## config.mk

```make
export PLATFORM = sky130hd
export DESIGN_NAME = gnrl_skid_buf
export DESIGN_NICKNAME = d
export VERILOG_FILES = /design/src/rtl/gnrl_skid_buf.sv
export SDC_FILE = /design/constraint.sdc
export NUM_CORES = 1
export LEC_CHECK = 0
export ABC_AREA = 1
export CORE_MARGIN = 2
export CORE_UTILIZATION = 45
export CTS_CLUSTER_DIAMETER = 100
export DETAILED_ROUTE_END_ITERATION = 8
export PLACE_DENSITY = 0.83
export REMOVE_ABC_BUFFERS = 1
export SLEW_MARGIN = 20
export SYNTH_ARGS = -nofsm -noshare
export SYNTH_HDL_FRONTEND = slang
export SYNTH_SLANG_ARGS = --single-unit
```

## constraint.sdc

```tcl
create_clock -name clk -period 1.6 [get_ports clk]
set_clock_uncertainty 0.1 [all_clocks]
set_input_delay 0.48 -clock clk [delete_from_list [all_inputs] [get_ports clk]]
set_output_delay 0.48 -clock clk [all_outputs]
set_load 0.005 [all_outputs]
```

## src/rtl/gnrl_skid_buf.sv

```systemverilog
// Two-entry registered valid/ready stage: every output is driven from a flop.
// The main register feeds the consumer and the skid register absorbs one beat while the consumer stalls.
module gnrl_skid_buf #(
    parameter int DW = 32
) (
    input  logic          clk,
    input  logic          rst_n,
    input  logic          i_vld,
    output logic          i_rdy,
    input  logic [DW-1:0] i_dat,
    output logic          o_vld,
    input  logic          o_rdy,
    output logic [DW-1:0] o_dat,
    output logic [1:0]    o_lvl
);

    // State bits are {skid_vld, main_vld}; 2'b10 cannot be reached.
    typedef enum logic [1:0] {
        EMPTY = 2'b00,
        BUSY  = 2'b01,
        FULL  = 2'b11
    } state_t;

    state_t        state;
    state_t        state_nxt;
    logic [DW-1:0] main_dat;
    logic [DW-1:0] skid_dat;
    logic          main_ld;
    logic          main_sel_skid;
    logic          skid_ld;
    logic          in_xfer;
    logic          out_xfer;

    assign i_rdy    = ~state[1];
    assign o_vld    = state[0];
    assign o_dat    = main_dat;
    assign o_lvl    = {1'b0, state[0]} + {1'b0, state[1]};
    assign in_xfer  = i_vld & i_rdy;
    assign out_xfer = o_vld & o_rdy;

    always_ff @(posedge clk or negedge rst_n) begin
        if (!rst_n) begin
            state <= EMPTY;
        end else begin
            state <= state_nxt;
        end
    end

    always_comb begin
        state_nxt     = state;
        main_ld       = 1'b0;
        main_sel_skid = 1'b0;
        skid_ld       = 1'b0;
        case (state)
            EMPTY: begin
                if (in_xfer) begin
                    main_ld   = 1'b1;
                    state_nxt = BUSY;
                end
            end
            BUSY: begin
                if (in_xfer && out_xfer) begin
                    main_ld = 1'b1;
                end else if (in_xfer) begin
                    skid_ld   = 1'b1;
                    state_nxt = FULL;
                end else if (out_xfer) begin
                    state_nxt = EMPTY;
                end
            end
            FULL: begin
                if (out_xfer) begin
                    main_ld       = 1'b1;
                    main_sel_skid = 1'b1;
                    state_nxt     = BUSY;
                end
            end
            default: state_nxt = EMPTY;
        endcase
    end

    // Data registers move only under their load enables; main keeps its value once drained.
    always_ff @(posedge clk or negedge rst_n) begin
        if (!rst_n) begin
            main_dat <= '0;
        end else if (main_ld) begin
            main_dat <= main_sel_skid ? skid_dat : i_dat;
        end
    end

    always_ff @(posedge clk or negedge rst_n) begin
        if (!rst_n) begin
            skid_dat <= '0;
        end else if (skid_ld) begin
            skid_dat <= i_dat;
        end
    end

`ifndef FPGA_SOURCE
`ifndef DISABLE_SV_ASSERTION
    a_i_vld_known: assert property (@(posedge clk) disable iff (!rst_n)
        !$isunknown(i_vld));
    a_o_rdy_known: assert property (@(posedge clk) disable iff (!rst_n)
        o_vld |-> !$isunknown(o_rdy));
`endif
`endif

endmodule

```

# Word-level counts from Yosys, hierarchy flattened
# Index checks and enable logic that the tools add are counted.
# totals
output_inout_bits	36
input_bits	36
word_cells	30
register_bits	66
# classes
bitwise_logic	3
n_reduce_logical	3
add_sub_neg	1
muxes	14
n_eq_ne	6
# op_table
cell	n
$mux 32	1
$mux 2	5
$mux 1	6
$ne 2x2->1 const B	3
$pmux 2 s3	1
$reduce_and 4->1	1
$ne 3x3->1 const B	1
$pmux 1 s3	1
$add 1x1->2	1
$and 1x1->1	2
$eq 2x1->1 const B	1
$eq 2x2->1 const B	1
$logic_not 2->1	1
$logic_and 1x1->1	1
$not 1->1	1

# Depth between registers and ports, before layout
# depth
ltp_word	5
mapped_depth	10
mapped_depth_nobuf	9

# Worst setup path after synthesis
# Ideal clock, no wire load.
# synth_path
path_kind	flip-flop to flip-flop
from	reg state[0]
to	reg main_dat[10], in the netlist o_dat[10]
path_stages_with_launch	9
setup_time_ns	0.117
arrival_time_ns	1.336
setup_slack_ns	0.047
t_required_ns	1.383
n_path_buf	2
period_less_slack_ns	1.553
path_cell_list	dfrtp_1 ha_1 nand3_2 buf_6 buf_2 nand2_1 o21ai_0 nand3_1 nand2_1
# synth_via
elab_chain_cells	4
word_cells_on_any_way	10
classes_between	eq/ne (2); mux (5); bitwise (1); reduce/logical (2)
# synth_rtl
item	line	rtl
start, declared	24	state_t state;
start signal, assigned	45	state <= state_nxt;
$and 1x1->1	39	assign out_xfer = o_vld & o_rdy;
$logic_and 1x1->1 / $mux 1 (equally long branches)	62, 72	
$mux 1, on equally long branches	62, 54	
$pmux 1 s3 / $mux 32 (equally long branches)	54, 87	
end signal, assigned	87	main_dat <= main_sel_skid ? skid_dat : i_dat;
end, declared	26	logic [DW-1:0] main_dat;
# Several ways; a longest one is shown, not always the timed one.
# A chain may end at the register's enable or synchronous reset.

# Final worst setup path
# layout_path
from	reg state[1]
to	out o_lvl[1]
# layout_via
elab_chain_cells	1
# layout_rtl
item	line	rtl
$add 1x1->2	37	assign o_lvl = {1'b0, state[0]} + {1'b0, state[1]};
end, declared	14	output logic [1:0] o_lvl
# No other way between the ends.

==> impl_metrics.json <==
{
  "status": "complete, but fails checks",
  "violations_in_the_final_reports": "negative setup slack",
  "maxSlewViolCount": 0,
  "power.share.sequential_pct": 28.2,
  "clock_slew_seen_by_the_registers_of_the_worst_setup_and_hold_paths_ps": 70,
  "post_syn_area_um2": 3130,
  "placement.cell_area_um2": 3930,
  "dieArea_um2": 7630,
  "drive_above_1_share_pct": 36.8,
  "synth_compound_area_share_pct": 10.4,
  "yosys-mux-area-fraction_pct": 0,
  "ys_ff_latch": 66,
  "post-route-min-period_ps": 1760,
  "worst_slew_margin_rel_pct": 76.3,
  "cell_taking_the_most_area_after_synthesis": "sky130_fd_sc_hd__dfrtp_1",
  "p_switching_mw": 4.07,
  "yosysSeqAreaShare_pct": 52.8,
  "post-route-period-util_pct": 110,
  "gp_routability_congestion": 0.815,
  "place.detailed.hpwl_mm": 4.77,
  "vias": 3262,
  "net_switching_fraction_of_the_power_pct": 39.7,
  "drcViolationCount": 0,
  "ctsHoldBuffers": 0,
  "ant_nets": 0,
  "tritoncts.num_buffers": 9,
  "port_buffers": 71,
  "insertion_delay_ps": 340,
  "post_synth_xor_area_fraction_pct": 0,
  "comb_power_share_pct": 57.9,
  "critPathCaptureType": "output port",
  "fin_area_um2": 5250,
  "grt-ovfl-total": 0,
  "worst_r2r_path_depth": 9,
  "synth_top_family_by_area": "simple AND/OR/NAND/NOR gates",
  "reg2reg_slack_ps": -160,
  "drt_iter0_markers": 208,
  "root_buffer": "sky130_fd_sc_hd__clkbuf_8",
  "worst_setup_path_endpoint": "o_lvl[1]",
  "fmaxAchievable_mhz": 570,
  "power.internal_mw": 6.19,
  "worst_setup_path_start_kind": "flip-flop",
  "die-height_um": 87.4,
  "grtUsageTotal_pct": 21.6,
  "final-setup-viol-count": 59,
  "drt-vias-per-instance": 5.55,
  "core_region_area_um2": 6760,
  "die_x_um": 87.4,
  "startpoint": "state[1]",
  "first_pass_grt_wire_length_mm": 12.6,
  "synth_simple_gate_area_share_pct": 24.4,
  "routed_wire_length_per_instance_um": 18.4,
  "post-route-worst-setup-slack_ps": -155,
  "vias_in_the_first_global_route": 2815,
  "htree_levels": 3,
  "cp_data_arrival_time_ps": 1180,
  "top_level_ports": 72,
  "cp.required_ps": 1020,
  "yosysUniqueCellTypes": 18,
  "cts_sinks": 66,
  "finalHoldViolations": 0,
  "number_of_placement_rows": 30,
  "reg2reg_from": "state[1]",
  "start_util_pct": 46.3,
  "grt_max_degree": 67,
  "max_slew.worst_pin.slew_ps": 356,
  "cts_tree": "built",
  "largest_fanout_on_the_critical_path": 3,
  "criticalPathCategory": "reg2out",
  "synth_fa_ha_area_share_pct": 2.00,
  "rr_endpoint": "skid_dat[15]",
  "peakVddDrop_mv": 1.12,
  "p_per_area_nw_per_um2": 1950,
  "post_synth_top_area_share_pct": 52.8,
  "finish.net_count": 544,
  "dp_worst_setup_slack_ps": -453,
  "grt_antenna_before_repair": 0,
  "grt_setup_unrepaired": "yes",
  "areaGrowthSynthToFinish_pct": 67.9,
  "synth_area_per_cell_um2": 8.17,
  "yosys-top-cells-area": "sky130_fd_sc_hd__dfrtp_1, sky130_fd_sc_hd__nand2_1, sky130_fd_sc_hd__o21ai_0, sky130_fd_sc_hd__nand3_1, sky130_fd_sc_hd__inv_1",
  "cap_violations": 0,
  "max-clock-path-buffers": 2,
  "detailedRoute.firstPassIterationCount": 5,
  "min_delay_path_class": "in2async",
  "post_synthesis_cells": 383,
  "finalPower_mw": 10.3,
  "p_leak_nw": 2.68,
  "antenna_cells_inserted": 0,
  "detail_route.wirelength_mm": 10.8,
  "clkPwrFrac_pct": 14.0,
  "synthesis.yosys.warnings": 0
}
[area by class of cell]
type,count,area [um^2]
multi-input cells,256,1700
flip-flops and latches,66,1650
fillers,411,1510
repair buffers,129,1440
clock buffers,14,163
inverters,41,161
well taps,80,100
clock inverters,2,35.0
[worst max-delay path: stages (launching register included)]
cell and delay, ps:
sky130_fd_sc_hd__dfrtp_1 410, sky130_fd_sc_hd__buf_6 130, sky130_fd_sc_hd__ha_4 170, sky130_fd_sc_hd__buf_6 110
[layer usage]
metal | up-vias | global-route usage (%) | routed length (um)
met5 | - | 0 | 0
li1 | 1458 | - | -
met4 | 0 | 10.2 | 474
met2 | 173 | 37.1 | 5680
met1 | 1585 | 26.3 | 3980
met3 | 46 | 3.70 | 710
[power groups by stage]
| stage | Clock (mW) | Combinational, mW | Sequential, mW |
|---|---|---|---|
| 2_1_floorplan | 0 | 1.62 | 2.86 |
| 3_3_place_gp | 0 | 3.26 | 2.85 |
| 3_5_place_dp | 0 | 3.43 | 2.88 |
| 4_1_cts | 1.43 | 4.09 | 2.83 |
| 5_1_grt | 1.51 | 6.37 | 2.95 |
| 6_report | 1.43 | 5.94 | 2.89 |
[cells in the mapped netlist]
cell                       number
sky130_fd_sc_hd__buf_2          5
sky130_fd_sc_hd__nand3_2        1
sky130_fd_sc_hd__inv_1         40
sky130_fd_sc_hd__nand2_1      137
sky130_fd_sc_hd__nand3_1       37
sky130_fd_sc_hd__nor2_1         5
sky130_fd_sc_hd__buf_4          6
sky130_fd_sc_hd__o21ai_1       18
sky130_fd_sc_hd__nor2_4         1
sky130_fd_sc_hd__o21ai_0       46
sky130_fd_sc_hd__clkbuf_1       3
sky130_fd_sc_hd__dfrtp_1       66
sky130_fd_sc_hd__ha_1           5
sky130_fd_sc_hd__nand2_2        2
sky130_fd_sc_hd__nand2_4        1
sky130_fd_sc_hd__buf_6          8
sky130_fd_sc_hd__clkinv_1       1
sky130_fd_sc_hd__a21oi_1        1
[through the flow]
stage / utilization (%) / hold WS, ps / std cells / TNS [ps]
finish: 77.7 / 42.5 / 588 / -4550
CTS: 65.4 / 56.7 / 566 / -470
detailed placement: 58.1 / 358 / 529 / -25770
floorplan: - / 84.4 / 361 / -40240
global route: 77.7 / 74.1 / 588 / -7830
global placement: 58.1 / 354 / 529 / -20870
[registers in the layout (all words and copies together), names as in the netlist]
register,flops
o_dat,32
skid_dat,32
state,2
[cell usage in the layout (no fill, tap or decap), types with 3 or more instances in the layout]
master	netlist	routed
sky130_fd_sc_hd__o21ai_0	46	12
sky130_fd_sc_hd__buf_6	8	16
sky130_fd_sc_hd__dfrtp_1	66	66
sky130_fd_sc_hd__clkbuf_8	0	11
sky130_fd_sc_hd__clkdlybuf4s15_1	0	13
sky130_fd_sc_hd__ha_4	0	3
sky130_fd_sc_hd__clkbuf_1	3	3
sky130_fd_sc_hd__inv_1	40	36
sky130_fd_sc_hd__nand2_2	2	31
sky130_fd_sc_hd__nand2_8	0	4
sky130_fd_sc_hd__o21ai_1	18	23
sky130_fd_sc_hd__inv_4	0	3
sky130_fd_sc_hd__nand2_1	137	85
sky130_fd_sc_hd__o21ai_2	0	29
sky130_fd_sc_hd__nor2_2	0	3
sky130_fd_sc_hd__buf_4	6	26
sky130_fd_sc_hd__nand3_1	37	25
sky130_fd_sc_hd__clkbuf_16	0	8
sky130_fd_sc_hd__buf_12	0	7
sky130_fd_sc_hd__dlygate4sd2_1	0	21
sky130_fd_sc_hd__buf_8	0	4
sky130_fd_sc_hd__nand3_2	1	9
sky130_fd_sc_hd__clkdlybuf4s50_1	0	32
sky130_fd_sc_hd__nand2_4	1	22
sky130_fd_sc_hd__nand3_4	0	4
[worst min-delay path by stage]
| stage | end | cells after the start |
|---|---|---|
| 4_1_cts | o_dat[13] | 2 |
| 5_1_grt | skid_dat[8] | 2 |
| 6_report | o_dat[13] | 2 |
| 3_3_place_gp | o_dat[10] | 2 |
| 2_1_floorplan | o_dat[0] | 0 |
| 3_5_place_dp | o_dat[9] | 2 |
[timing repair]
item | in CTS | in global routing
endpoints found under the setup margin | 99 | 80
setup buffers | 18 | 11
endpoints found under the hold margin | 0 | 0
pin swaps | 9 | 17
resized for setup | 85 | 183
gates cloned | 3 | 11
[cells by family after synthesis]
kind of cell               after synthesis
adders and majority gates                5
buffers and inverters                   63
and+or+nand+nor                        184
DFF                                     66
AOI/OAI and AO/OA                       65
Power figures use the tool's default switching activity.
